--- src/rtl/axi_lite_arbiter_2m.sv ---
// Two-master AXI-lite arbiter: M0 (fetch, read-only) and M1 (load/store) share one AXI-lite port.
// One transaction is in flight at a time; contention is resolved round-robin.
module axi_lite_arbiter_2m #(
  parameter int unsigned ADDR_WIDTH = 32,
  parameter int unsigned DATA_WIDTH = 64
) (
  input  logic                    clk_i,
  input  logic                    rst_i,
  // M0: instruction fetch
  input  logic                    m0_rreq_i,
  input  logic [ADDR_WIDTH-1:0]   m0_addr_i,
  output logic                    m0_done_o,
  // M1: load/store
  input  logic                    m1_rreq_i,
  input  logic                    m1_wreq_i,
  input  logic [ADDR_WIDTH-1:0]   m1_addr_i,
  input  logic [DATA_WIDTH-1:0]   m1_wdata_i,
  input  logic [DATA_WIDTH/8-1:0] m1_wmask_i,
  output logic                    m1_done_o,
  output logic [DATA_WIDTH-1:0]   rdata_o,
  // AXI-lite write address / data / response
  output logic [ADDR_WIDTH-1:0]   aw_addr_o,
  output logic                    aw_valid_o,
  input  logic                    aw_ready_i,
  output logic [DATA_WIDTH-1:0]   w_data_o,
  output logic [DATA_WIDTH/8-1:0] w_strb_o,
  output logic                    w_valid_o,
  input  logic                    w_ready_i,
  input  logic                    b_valid_i,
  output logic                    b_ready_o,
  // AXI-lite read address / data
  output logic [ADDR_WIDTH-1:0]   ar_addr_o,
  output logic                    ar_valid_o,
  input  logic                    ar_ready_i,
  input  logic [DATA_WIDTH-1:0]   r_data_i,
  input  logic                    r_valid_i,
  output logic                    r_ready_o
);

  localparam int unsigned StrbWidth = DATA_WIDTH / 8;

  typedef enum logic [2:0] {StIdle, StAr, StR, StWr, StB, StAck} state_e;

  state_e                  state_q, state_d;
  logic                    id_q, id_d;      // 0: M0, 1: M1
  logic                    last_q, last_d;  // requester granted most recently
  logic [ADDR_WIDTH-1:0]   addr_q, addr_d;
  logic [DATA_WIDTH-1:0]   wdata_q, wdata_d;
  logic [StrbWidth-1:0]    wstrb_q, wstrb_d;
  logic                    aw_pend_q, aw_pend_d;
  logic                    w_pend_q, w_pend_d;
  logic [DATA_WIDTH-1:0]   rdata_q, rdata_d;

  logic m0_req, m1_req, grant_m1;

  assign m0_req   = m0_rreq_i;
  assign m1_req   = m1_rreq_i | m1_wreq_i;
  // M1 wins only when M0 is idle or M0 held the previous grant.
  assign grant_m1 = m1_req & (~m0_req | ~last_q);

  always_ff @(posedge clk_i) begin
    if (rst_i) begin
      state_q <= StIdle;
    end else begin
      state_q <= state_d;
    end
  end

  always_ff @(posedge clk_i) begin
    if (rst_i) begin
      id_q      <= 1'b0;
      last_q    <= 1'b1;
      addr_q    <= '0;
      wdata_q   <= '0;
      wstrb_q   <= '0;
      aw_pend_q <= 1'b0;
      w_pend_q  <= 1'b0;
      rdata_q   <= '0;
    end else begin
      id_q      <= id_d;
      last_q    <= last_d;
      addr_q    <= addr_d;
      wdata_q   <= wdata_d;
      wstrb_q   <= wstrb_d;
      aw_pend_q <= aw_pend_d;
      w_pend_q  <= w_pend_d;
      rdata_q   <= rdata_d;
    end
  end

  always_comb begin
    state_d   = state_q;
    id_d      = id_q;
    last_d    = last_q;
    addr_d    = addr_q;
    wdata_d   = wdata_q;
    wstrb_d   = wstrb_q;
    aw_pend_d = aw_pend_q;
    w_pend_d  = w_pend_q;
    rdata_d   = rdata_q;
    unique case (state_q)
      StIdle: begin
        if (m0_req || m1_req) begin
          id_d   = grant_m1;
          last_d = grant_m1;
          addr_d = grant_m1 ? m1_addr_i : m0_addr_i;
          // A simultaneous read+write request from M1 is served as a write.
          if (grant_m1 && m1_wreq_i) begin
            wdata_d   = m1_wdata_i;
            wstrb_d   = m1_wmask_i;
            aw_pend_d = 1'b1;
            w_pend_d  = 1'b1;
            state_d   = StWr;
          end else begin
            wdata_d = '0;
            wstrb_d = '0;
            state_d = StAr;
          end
        end
      end
      StAr: begin
        if (ar_ready_i) state_d = StR;
      end
      StR: begin
        if (r_valid_i) begin
          rdata_d = r_data_i;
          state_d = StAck;
        end
      end
      StWr: begin
        aw_pend_d = aw_pend_q & ~aw_ready_i;
        w_pend_d  = w_pend_q & ~w_ready_i;
        if (!aw_pend_d && !w_pend_d) state_d = StB;
      end
      StB: begin
        if (b_valid_i) state_d = StAck;
      end
      StAck: begin
        state_d = StIdle;
      end
      default: begin
        state_d = StIdle;
      end
    endcase
  end

  always_comb begin
    ar_valid_o = (state_q == StAr);
    aw_valid_o = (state_q == StWr) && aw_pend_q;
    w_valid_o  = (state_q == StWr) && w_pend_q;
    r_ready_o  = (state_q == StR);
    b_ready_o  = (state_q == StB);
    m0_done_o  = (state_q == StAck) && !id_q;
    m1_done_o  = (state_q == StAck) && id_q;
    ar_addr_o  = ar_valid_o ? addr_q : '0;
    aw_addr_o  = aw_valid_o ? addr_q : '0;
    w_data_o   = w_valid_o ? wdata_q : '0;
    w_strb_o   = w_valid_o ? wstrb_q : '0;
  end

  assign rdata_o = rdata_q;

endmodule

--- config.mk ---
export PLATFORM = sky130hd
export DESIGN_NAME = axi_lite_arbiter_2m
export DESIGN_NICKNAME = d
export VERILOG_FILES = /design/src/rtl/axi_lite_arbiter_2m.sv
export SDC_FILE = /design/constraint.sdc
export NUM_CORES = 1
export LEC_CHECK = 0
export CORE_AREA = 3 3 160 162
export CTS_CLUSTER_DIAMETER = 200
export CTS_CLUSTER_SIZE = 12
export DETAILED_ROUTE_END_ITERATION = 8
export DIE_AREA = 0 0 163 165
export GPL_ROUTABILITY_DRIVEN = 0
export PLACE_DENSITY = 0.65
export SKIP_CTS_REPAIR_TIMING = 1
export SLEW_MARGIN = 15
export SYNTH_ARGS = -nofsm -noshare
export SYNTH_HDL_FRONTEND = slang
export SYNTH_SLANG_ARGS = --single-unit
--- constraint.sdc ---
create_clock -name clk_i -period 1.8 [get_ports clk_i]
set_input_delay 0.27 -clock clk_i [delete_from_list [all_inputs] [get_ports clk_i]]
set_output_delay 0.27 -clock clk_i [all_outputs]
set_load 0.01 [all_outputs]
==> results.txt, run 1 <==
The path with the worst hold slack has its endpoint at id_q. The overall die height is around 170 µm. Yosys printed 0 warnings. Summed over all instances, the cell type with the most area after synthesis is sky130_fd_sc_hd__dfxtp_1.

The number of enable flip-flop cells after synthesis is 0. The first global-routing pass estimated roughly 42000 µm of wire. The number of diodes added for antenna fixing is 0. The detail-routed net length per standard cell came out at between 15 and 20 µm.

The storage element area is roughly 3500 µm². The total power divided by cell area came out at 1200 nW/µm². The hold violation count in the final report came out at 0. Buffers placed on the I/O ports in this run total 416. In the post-route analysis, the smallest setup slack over all paths is -501 ps. The final-report max-slew violation count came out at 0. The total area of multi-input combinational cells came out at about 3600 µm². The number of DRC markers in iteration 0 came out at 526. The count of clock tree sinks is ~180. The number of cell rows came out at 57. The time the worst path needs with I/O delays and setup came out at about 2300 ps. Synthesis instantiated 28 different standard cells from the library. In the final layout, the share of cells above drive strength 1 is around 15%. The routed design has 28300 µm of wire. By area the synthesized netlist is led by sky130_fd_sc_hd__dfxtp_1 (46%), sky130_fd_sc_hd__and3_1 (8.7%), sky130_fd_sc_hd__a22oi_1 (7.3%). The run finished, with violations left. For this run, asynchronously set or reset flops after synthesis account for 0%.

For the worst setup path, the data arrival time is approximately 2000 ps. The number of nets handed over by synthesis was approximately 1.1k. The number of nets at the end of the flow came out at approximately 1.5k. The total die area came out at ~27000 µm².

Entering global routing, the biggest net connects 75 pins. In this run the remaining antenna-violating nets after routing total 0. The overall routing resource usage came out at 19.8%. The post-route DRC violation count is 0. The maximum level of the CTS H-tree came out at 4. The floorplan core area came out at 24200 µm². The internal power of the cells is ~9.6 mW. Final hold analysis gives a worst-case slack of roughly 190 ps. The insertion delay of the later-clocked pin in the worst-skew pair is about 430 ps. The final reports fail on setup timing. The ratio of routed vias to standard cells came out at around 4.8. For this design the static power due to leakage is roughly 5.5 nW. The maximum ir drop on the vdd rail is 0.000737 V. In this run the critical register-to-register path is captured at addr_q[17]. The maximum operating frequency came out at 0.435 GHz. Setup repair after global routing could not meet its margin everywhere. The filler cell count is between 2k and 2.5k. The buffer levels on the longest clock path is 2. STA classifies the critical path endpoint as an output pin. The worst setup slack for register-to-register paths came out at 140 ps. The cell sitting at the root of the clock tree is a sky130_fd_sc_hd__clkbuf_16. The via count of the first global-routing pass is about 7.3k. The library cell used most frequently in the layout, excluding fill and tap cells, is sky130_fd_sc_hd__clkdlybuf4s50_1. The most used flip-flop cell after synthesis is sky130_fd_sc_hd__dfxtp_1. After technology mapping, the gate count stands at between 800 and 900. The detailed-placement wirelength estimate is 20300 µm. In this run the most critical hold path is launched from rst_i. TritonCTS built the clock tree.

Per report_power, the sequential group accounts for about a third of the total. The part of the total power dissipated in the clock network is 25.3%. The final worst-path cycle share is 128%. For this configuration, the core starts out at a cell density of 31.1%. The maximum fanout count along the critical path is 27. The switching fraction of total power came out at 36.9%. The area growth from synthesis to layout came out at 67.6%.

The pre-antenna-repair detailed-routing pass consisted of 5 iterations. The worst setup path is launched from a register. During I/O placement, the number of pins put on the boundary was ~420.

The final global-route overflow total came out at 0. The final sum of negative setup slack came out at -29650 ps. The count of cells along the worst register-to-register path is 6. The max capacitance violation total came out at 0. For this design the total switching power over the nets is between 5 and 6 mW. The clock transition at the registers of the reported paths is approximately 70 ps. The worst reg2reg path startpoint is state_q[2]. The relative slew slack came out at 73.6%. The worst clock skew is ~14 ps. The fraction of synthesized cell area taken by the top area cell type came out at roughly 46%. Each instance of the synthesized netlist takes up on average 8.60 µm².

The combinational group share of total power came out at roughly two fifths. Leaving out fill and tap cells, the most frequent cells in the layout are sky130_fd_sc_hd__clkdlybuf4s50_1 (325), sky130_fd_sc_hd__dfxtp_1 (173), sky130_fd_sc_hd__nand2_1 (132). Sequential cells were found to cover 46.4% of the synthesized design area. Counting the buffers created by CTS gives 17. In this run, synthesis produced a sequential element count of around 180. The slew at the pin with the worst max-slew slack is approximately 400 ps.

The width of the die came out at 163 µm. Detailed routing inserted a total of just under 8k vias. The worst hold path cell count is 2.

The initial antenna violation count is 2. Setup violations remaining at the end of the flow were counted as approximately 140. In this run the worst hold path is classified as primary input to register. Data on the critical path is required at its endpoint by approximately 1500 ps. The path type of the worst setup path is register to output pin. The post-synthesis instance area came out at roughly 7500 µm².
## synthesized netlist by cell type, types with 2 or more instances
cell and count:
sky130_fd_sc_hd__buf_2 18, sky130_fd_sc_hd__inv_1 2, sky130_fd_sc_hd__nor2_1 110, sky130_fd_sc_hd__nor2b_1 3, sky130_fd_sc_hd__buf_6 10, sky130_fd_sc_hd__buf_4 13
sky130_fd_sc_hd__nor3_1 5, sky130_fd_sc_hd__mux2i_1 34, sky130_fd_sc_hd__nand2_1 133, sky130_fd_sc_hd__and3_1 105, sky130_fd_sc_hd__clkbuf_1 47, sky130_fd_sc_hd__dfxtp_1 175
sky130_fd_sc_hd__o21ai_0 2, sky130_fd_sc_hd__nand2b_1 4, sky130_fd_sc_hd__a211oi_2 28, sky130_fd_sc_hd__a22oi_1 73, sky130_fd_sc_hd__a211oi_1 4, sky130_fd_sc_hd__and2_1 35
sky130_fd_sc_hd__a21oi_1 68
## area by class of cell
cell class              instances  share of cell area [%]
clock buffers                  17                    3.36
clock inverters                15                    1.50
inverters                       2                  0.0593
multi-input cells             613                    28.4
flip-flops and latches        175                    27.7
well taps                     324                    3.20
repair buffers                466                    35.8
## logic make-up (layout without fill, tap and decap cells)
logic type,count (synthesis),count (layout),synth area share (%)
mux,34,34,4.51
compound gates,179,179,17.4
simple gates,400,400,25.3
flops,175,175,46.4
buf+inv,90,500,6.41
## state kept, by name, indices dropped and copies added (netlist names)
register	cells
wstrb_q	8
rdata_o	64
w_pend_q	1
addr_q	32
id_q	1
last_q	1
wdata_q	64
state_q	3
aw_pend_q	1
## power groups by stage
stage / Sequential [mW] / Clock, mW / Combinational [mW]
after floorplan: 5.22 / 0 / 3.67
after detailed placement: 5.28 / 0 / 6.29
after global routing: 5.32 / 4.12 / 6.70
after global placement: 5.25 / 0 / 6.23
final: 5.21 / 3.84 / 6.15
after CTS: 5.20 / 3.96 / 6.31
## worst max-delay path, stage by stage, from the launching register on
cell and delay, ps:
sky130_fd_sc_hd__dfxtp_1 310, sky130_fd_sc_hd__and3b_2 290, sky130_fd_sc_hd__buf_6 220, sky130_fd_sc_hd__and3_1 190
sky130_fd_sc_hd__clkdlybuf4s50_1 570
## stage by stage
stage	cell area (µm²)	std cells	util, %	power, mW	setup slack, ps
after floorplan	7550	878	-	8.90	188
after global placement	12300	1577	50.6	11.5	-136
after detailed placement	12300	1577	50.6	11.6	-170
after CTS	12900	1609	53.1	15.5	-657
after global routing	12700	1612	52.2	16.1	-617
final	12700	1612	52.2	15.2	-501
## worst max path at each step
stage	cells past startpoint	end	slack (ps)	startpoint
6_report	4	aw_addr_o[30]	-500	state_q[2]
5_1_grt	4	aw_addr_o[30]	-620	state_q[1]
4_1_cts	4	aw_addr_o[30]	-660	state_q[1]
3_5_place_dp	4	aw_addr_o[30]	-170	state_q[1]
3_3_place_gp	4	aw_addr_o[30]	-140	state_q[1]
2_1_floorplan	6	w_data_o[52]	190	state_q[0]
## routing by layer
| layer | GRT usage (%) | routed length, µm |
|---|---|---|
| met1 | 23.0 | 11400 |
| met2 | 33.7 | 13700 |
| met3 | 8.70 | 2870 |
| met4 | 4.27 | 365 |
| met5 | 0 | 29 |
Note: power is estimated with default switching activity, not from simulation.
==> inputs of run 2 (changes only) <==
--- a/config.mk
+++ b/config.mk
@@ -5,13 +5,13 @@
 export SDC_FILE = /design/constraint.sdc
 export NUM_CORES = 1
 export LEC_CHECK = 0
-export CORE_AREA = 3 3 160 162
+export CORE_MARGIN = 8
+export CORE_UTILIZATION = 35
 export CTS_CLUSTER_DIAMETER = 200
 export CTS_CLUSTER_SIZE = 12
 export DETAILED_ROUTE_END_ITERATION = 8
-export DIE_AREA = 0 0 163 165
 export GPL_ROUTABILITY_DRIVEN = 0
-export PLACE_DENSITY = 0.65
+export PLACE_DENSITY = 0.73
 export SKIP_CTS_REPAIR_TIMING = 1
 export SLEW_MARGIN = 15
 export SYNTH_ARGS = -nofsm -noshare
==> constraint.sdc (replaced) <==
create_clock -name clk_i -period 2.2 [get_ports clk_i]
set_input_delay 0.33 -clock clk_i [delete_from_list [all_inputs] [get_ports clk_i]]
set_output_delay 0.33 -clock clk_i [all_outputs]
set_load 0.01 [all_outputs]
==> run 2 against run 1 <==
- power decreased by 18%
- highest routed layer is now met4
- utilization increased by 9.8 points
- critical path type unchanged
- the flow now finishes without violations
- setup slack improved by 580 ps
==> results.txt, run 2 (synthesis results as in run 1) <==
The slew at the pin with the worst max-slew slack is 528 ps (+131 ps). The overall routing resource usage came out at 21.4% (+1.6 points). The detailed-placement wirelength estimate is 22100 µm (+8.7%).

The kind of start point of the critical path is a register. The detailed-route wire length on metal 1 is 12000 µm (+5.5%). The endpoint identified for the worst register-to-register timing path is wdata_q[28]. The final global-route overflow total is 0 (unchanged). The total leakage power was 7.57 nW (+37%). The instance count after placement with tap cells included is 1514 (-4.0%). The number of nets at the end of the flow is 1478 (-0.47%). The area of placed instances came out at 12000 µm² (-2.1%).

The total power divided by cell area is 953 nW/µm² (-21%). The data required time of the critical path was 1870 ps (+340 ps). The highest layer used for signal routing is met4.

The final sum of negative setup slack was 0 ps (+29650 ps). The clock transition at the registers of the reported paths is 80 ps (about the same). The number of setup violations in the final report came out at 0 (-100%). The worst setup slack after placement is 159 ps (+329 ps). The via count of the first global-routing pass came to 7670 (+4.6%). The post-route cell area came to 13100 µm² (+3.3%). The worst clock skew is 19.0 ps (+5.31 ps). The ratio of routed vias to standard cells came out at 5.02 (+5.0%). The worst hold path cell count was 2 (unchanged). TritonCTS built the clock tree. The final instance count without filler cells came out at 1556 (-3.5%). In this run the critical register-to-register path is launched from state_q[2]. The number of buffers added on ports is 416 (unchanged). The maximum number of pins on one net before global-route repair came out at 75 (unchanged).

The overall die height came out at 163 µm (-1.3%). The floorplan core area came out at 21100 µm² (-13%). The count of cells along the worst register-to-register path came out at 6 (unchanged). Leaving out fill and tap cells, the most frequent cell in the layout is sky130_fd_sc_hd__clkdlybuf4s50_1. The total wire length is 30700 µm (+8.5%).

The hold slack is 333 ps (+148 ps). The storage element area came out at 3510 µm² (unchanged). The fraction of final layout cells with drive strength greater than 1 came to 9.52% (-5.9 points). Of the available clock period, the critical path in the final layout requires a little over nine tenths. The filler cell count came out at 1779 (-24%).

The number of diodes added for antenna fixing is 0 (unchanged). The path class of the lowest-slack min-delay path is primary input to register. The number of optimization iterations in the first detailed-route pass is 5 (unchanged).

The detail-routed net length per standard cell came out at 19.8 µm (+12%). The maximum fanout count along the critical path came out at 13 (-52%). The global-route wire length before repair came out at 44500 µm (+6.4%). The relative slew slack came out at 64.8% (-8.8 points). The total area of multi-input combinational cells is 3590 µm² (about the same). The run finished with clean final reports. The buffer levels on the longest clock path came out at 2 (unchanged). The number of cell rows is 53 (-7.0%). The number of vias after detailed routing was 7812 (+1.4%). The max capacitance violation total is 0 (unchanged).

The initial antenna violation count is 0 (-2). The total die area came out at 26500 µm² (-1.4%). From synthesis to final layout, the design area changed by 73.2%.

Setup repair after global routing could not meet its margin everywhere. The starting utilization of the core area came out at 35.8% (+4.7 points). The arrival time reported for the critical path endpoint came to 1790 ps (-240 ps). In this run the most critical hold path is launched from rst_i. The maximum ir drop on the vdd rail is 0.000685 V (-7.0%). The met3 routed wirelength is 2870 µm (-0.14%). The maximum level of the CTS H-tree came out at 4 (unchanged). The number of CTS-inserted buffers was 17 (unchanged). The utilization of the core after routing came out at 62.0% (+9.8 points).

The path type of the worst setup path is register to output pin. Subtracting the final worst setup slack from the clock period gives 2120 ps. The hold violation count in the final report was 0 (unchanged). The worst setup path is captured at an output pin.

The count of boundary I/O pins came out at 417 (unchanged). The amount of wire on met2 after detailed routing is 14800 µm (+8.1%). The endpoint of the worst hold-timing path is wdata_q[23]. The count of clock tree sinks was 175 (unchanged). The number of routed nets with antenna violations is 0 (unchanged).

The number of DRC markers in iteration 0 is 524 (-0.38%). The tree is rooted in a sky130_fd_sc_hd__clkbuf_16. The slack of the critical path came out at 80.2 ps (+581 ps).

The overall power after layout was 12.5 mW (-18%). The width of the die is 163 µm (about the same). The worst setup slack for register-to-register paths came to 470 ps (+330 ps). The top cell types in the final layout, fill and taps aside, are sky130_fd_sc_hd__clkdlybuf4s50_1 (272), sky130_fd_sc_hd__dfxtp_1 (173), sky130_fd_sc_hd__dlymetal6s2s_1 (137). The insertion delay of the later-clocked pin in the worst-skew pair came out at 430 ps (about the same). The final-report max-slew violation count is 0 (unchanged). The maximum operating frequency is 0.472 GHz. The post-route DRC violation count came out at 0 (unchanged).
==> run 2: cell types whose count changed in the layout (fill, tap and decap cells not counted), sizes merged <==
cell           change
inv                -1
dlymetal6s2s     +120
buf               -40
clkdlybuf4s50     -53
clkbuf            -32
clkinv             -1
==> run 2: critical path: stages, from the launching register on <==
cell and delay, ps:
sky130_fd_sc_hd__dfxtp_2 340, sky130_fd_sc_hd__buf_6 130, sky130_fd_sc_hd__nand2b_4 80, sky130_fd_sc_hd__nor2_4 200, sky130_fd_sc_hd__buf_12 170, sky130_fd_sc_hd__buf_4 110, sky130_fd_sc_hd__buf_4 100, sky130_fd_sc_hd__and2_1 110
sky130_fd_sc_hd__buf_2 130
==> run 2: how the worst max path moves through the flow <==
stage | start | endpoint | slack (ps) | cells after the start
2_1_floorplan | state_q[0] | w_data_o[52] | 530 | 6
3_3_place_gp | m1_wreq_i | id_q | 160 | 7
3_5_place_dp | m0_rreq_i | wdata_q[13] | 160 | 7
4_1_cts | state_q[0] | ar_addr_o[30] | -300 | 6
5_1_grt | state_q[0] | ar_addr_o[25] | -40 | 7
6_report | state_q[0] | ar_addr_o[7] | 80 | 8
==> run 2: final cells by class <==
class	instances	share of cell area [%]
clock inverter	13	1.29
tap	275	2.63
sequential	175	26.8
inverter	2	0.0574
multi-input combinational	613	27.4
clock buffer	19	3.39
timing repair buffer	459	38.4
==> run 2: report_power, final <==
part	switching [mW]	leakage [nW]	internal [mW]
Sequential	0.412	1.43	3.87
Clock	1.43	0.294	1.66
Combinational	2.73	5.85	2.35
==> run 2: per-layer routing <==
metal / GRT usage, % / vias up
met1: 23.5 / 3627
met3: 9.02 / 51
met4: 9.22 / 0
li1: - / 3799
met2: 35.6 / 335
met5: 0 / -
==> inputs of run 3 (changes only) <==
--- a/config.mk
+++ b/config.mk
@@ -5,6 +5,7 @@
 export SDC_FILE = /design/constraint.sdc
 export NUM_CORES = 1
 export LEC_CHECK = 0
+export ABC_AREA = 1
 export CORE_MARGIN = 8
 export CORE_UTILIZATION = 35
 export CTS_CLUSTER_DIAMETER = 200
==> constraint.sdc (replaced) <==
create_clock -name clk_i -period 2.2 [get_ports clk_i]
set_input_delay 0.44 -clock clk_i [delete_from_list [all_inputs] [get_ports clk_i]]
set_output_delay 0.44 -clock clk_i [all_outputs]
set_load 0.01 [all_outputs]
==> run 3 against run 2 <==
- largest power group is now sequential cells
- critical path depth fell by 2
- design area down 0.31%
- utilization down 1.5 points
==> results.txt, run 3 <==
The run finished with clean final reports. The detail-routed net length per standard cell is 17.1 µm (-13%). The buffer levels on the longest clock path was 2 (unchanged). The number of enable flip-flop cells after synthesis is 0 (unchanged). The dominant register cell in the synthesized netlist is sky130_fd_sc_hd__dfxtp_1. The width of the die came to 163 µm (+0.29%). The total leakage power came out at 7.39 nW (-2.4%). The post-route DRC violation count is 0 (unchanged). The count of boundary I/O pins came to 417 (unchanged).

By count the netlist is led by sky130_fd_sc_hd__nor2_1 (282), sky130_fd_sc_hd__dfxtp_1 (175), sky130_fd_sc_hd__a21oi_1 (140). The ratio of routed vias to standard cells is 4.83 (-3.9%). The slew at the pin with the worst max-slew slack came out at 810 ps (+282 ps). The average size of a mapped cell came out at 6.81 µm² (-21%). The post-synth net total came out at 1325 (+22%). The storage element area was 3500 µm² (about the same). In the layout the commonest cells are sky130_fd_sc_hd__nor2_1 (280), sky130_fd_sc_hd__clkdlybuf4s50_1 (272), sky130_fd_sc_hd__dfxtp_1 (174). The path class of the lowest-slack min-delay path is register to register. The number of CTS-inserted buffers is 17 (unchanged). The overall power after layout was 11.7 mW (-5.7%). Traced cell by cell, the critical path runs through nand2_1 > nor2_4 > nand2_2 > buf_12 > nor2_1 > dlymetal6s2s_1. The maximum ir drop on the vdd rail is 0.000547 V (-20%). The maximum number of pins on one net before global-route repair is 101 (+35%). The largest total area in the synthesized netlist belongs to sky130_fd_sc_hd__dfxtp_1. The max capacitance violation total came out at 0 (unchanged).

The number of distinct standard cells referenced by the synthesized netlist came out at 21 (-25%). The number of optimization iterations in the first detailed-route pass was 5 (unchanged). The fraction of synthesis flops using an asynchronous set or reset pin is 0% (unchanged). The post-synthesis sequential area ratio is 46.1% (-0.30 points). The worst setup slack for register-to-register paths is 520 ps (+50 ps). The worst clock skew came out at 13.9 ps (-5.13 ps). The post-synthesis sequential element count is 175 (unchanged). The final worst-path cycle share is 93.9% (-2.5 points). The insertion delay of the later-clocked pin in the worst-skew pair is 430 ps (about the same).

Clock tree synthesis selected as its root buffer the cell sky130_fd_sc_hd__clkbuf_16. The filler cell count came out at 1895 (+6.5%). The fraction of final layout cells with drive strength greater than 1 is 5.17% (-4.4 points). The number of vias after detailed routing is 8640 (+11%). The count of cells along the worst register-to-register path came out at 9 (+3). Leaving out fill and tap cells, the most frequent cell in the layout is sky130_fd_sc_hd__nor2_1. The number of buffers added on ports is 416 (unchanged). The hold violation count in the final report came out at 0 (unchanged). The number of setup violations in the final report came out at 0 (unchanged). The number of instances in the synthesized netlist came out at 1115 (+27%).

The time the worst path needs with I/O delays and setup is 2060 ps (-55.0 ps). The final global-route overflow total was 0 (unchanged). The worst reg2reg path startpoint is state_q[2]. For hold timing, the worst endpoint is wdata_q[49]. The arrival time reported for the critical path endpoint was 1620 ps (-170 ps). The maximum operating frequency came out at 0.484 GHz (+2.7%).

The fraction of synthesized cell area taken by the top area cell type is 46.1% (-0.30 points). The number of DRC markers in iteration 0 is 623 (+19%). The worst hold path cell count came out at 2 (unchanged). The number of diodes added for antenna fixing is 0 (unchanged). The floorplan core area came out at 21600 µm² (+2.2%). The number of nets at the end of the flow came to 1707 (+15%). The worst stage delay on the critical path came out at 350 ps (about the same). The number of warnings issued by yosys came out at 0 (unchanged). The CTS tree is built. The detailed-placement wirelength estimate is 21900 µm (-1.0%). The data required time of the critical path came out at 1760 ps (-110 ps).

The instance count after placement with tap cells included came to 1755 (+16%). The starting utilization of the core area came out at 35.3% (-0.55 points). The final-report max-slew violation count came out at 0 (unchanged). The overall routing resource usage is 21.0% (-0.36 points). The number of routed nets with antenna violations is 0 (unchanged). The initial antenna violation count came out at 0 (unchanged).

The slowest stage of the critical path is the sky130_fd_sc_hd__dfxtp_2 cell. From synthesis to final layout, the design area changed by 71.5%. The total wire length is 30600 µm (-0.38%). The path type of the worst setup path is register to output pin.

The total power divided by cell area came to 901 nW/µm² (-5.4%). In this run the critical register-to-register path is captured at wstrb_q[6]. The final instance count without filler cells is 1790 (+15%). The maximum fanout count along the critical path came out at 37 (+24). The count of clock tree sinks is 175 (unchanged). The overall die height is 163 µm (+0.29%). The via count of the first global-routing pass is 8163 (+6.4%). The relative slew slack was 46.0% (-19 points).

The global-route wire length before repair is 44600 µm (+0.34%). The worst setup path is launched from a register. Setup repair after global routing left no endpoint under its margin. STA classifies the critical path endpoint as an output pin. The total area of multi-input combinational cells came out at 3230 µm² (-9.9%). In this run the most critical hold path is launched from wdata_q[49]. Sorting the synthesized cells by area gives the leading types as sky130_fd_sc_hd__dfxtp_1 (46%), sky130_fd_sc_hd__nor2_1 (14%), sky130_fd_sc_hd__a21oi_1 (9.2%).

Among all cell types in the netlist, the one instantiated most often is sky130_fd_sc_hd__nor2_1. The clock transition at the registers of the reported paths is 70 ps (about the same). The total die area came to 26700 µm² (+0.58%). The post-synthesis instance area came out at 7600 µm² (+0.65%). The number of cell rows is 54 (+1.9%).

The maximum level of the CTS H-tree came out at 4 (unchanged).
-- run 3: worst max-delay path: cells and delay by family (launching register included) --
| kind | cells | cell delay (ps) |
|---|---|---|
| buf+inv | 2 | 390 |
| flops | 1 | 350 |
| simple gates | 4 | 440 |
-- run 3: cells by family (layout without fill, tap and decap cells) --
kind of cell	count (synthesis)	after routing	share of synthesized area, %
buf+inv	204	599	11.8
flops	175	175	46.1
compound gates	240	240	15.8
simple gates	496	496	26.2
-- run 3: how the worst max path moves through the flow --
stage | endpoint | from | depth (start not counted) | slack [ps]
floorplan | w_data_o[61] | state_q[0] | 5 | 580
global placement | aw_addr_o[30] | state_q[1] | 6 | 150
detailed placement | w_data_o[5] | state_q[1] | 6 | 90
CTS | aw_addr_o[30] | state_q[1] | 6 | -380
global route | w_strb_o[4] | state_q[1] | 6 | 30
finish | w_data_o[59] | state_q[1] | 6 | 140
-- run 3: report_power, final --
part / internal (mW) / leakage, nW / switching [mW]
Combinational: 1.82 / 5.66 / 2.44
Clock: 1.74 / 0.305 / 1.43
Sequential: 3.93 / 1.43 / 0.393
Total: 7.48 / 7.39 / 4.26
-- run 3: layer usage --
layer  wire length [µm]  share of wire, %  global-route usage (%)
met5                  0                 0                       0
met4                845               2.8                    8.30
met3               2810               9.2                    7.31
met2              14400                47                    34.6
met1              12600                41                    24.7
-- run 3: final cells by class --
type | instances | area share (%)
clock inverters | 15 | 1.52
inverters | 124 | 3.58
clock buffers | 17 | 3.26
repair buffers | 443 | 37.3
well taps | 280 | 2.69
multi-input cells | 736 | 24.8
flip-flops and latches | 175 | 26.9
-- run 3: through the flow --
step           setup TNS [ps]  util (%)  cell area, µm²  hold WS [ps]  setup WS [ps]
2_1_floorplan               0         -            7600           429            580
3_3_place_gp                0      55.6           12000           449            152
3_5_place_dp                0      55.6           12000           452           85.8
5_1_grt                     0      60.5           13000           473           28.1
4_1_cts                -41030      58.5           12600           463           -376
6_report                    0      60.5           13000           462            135
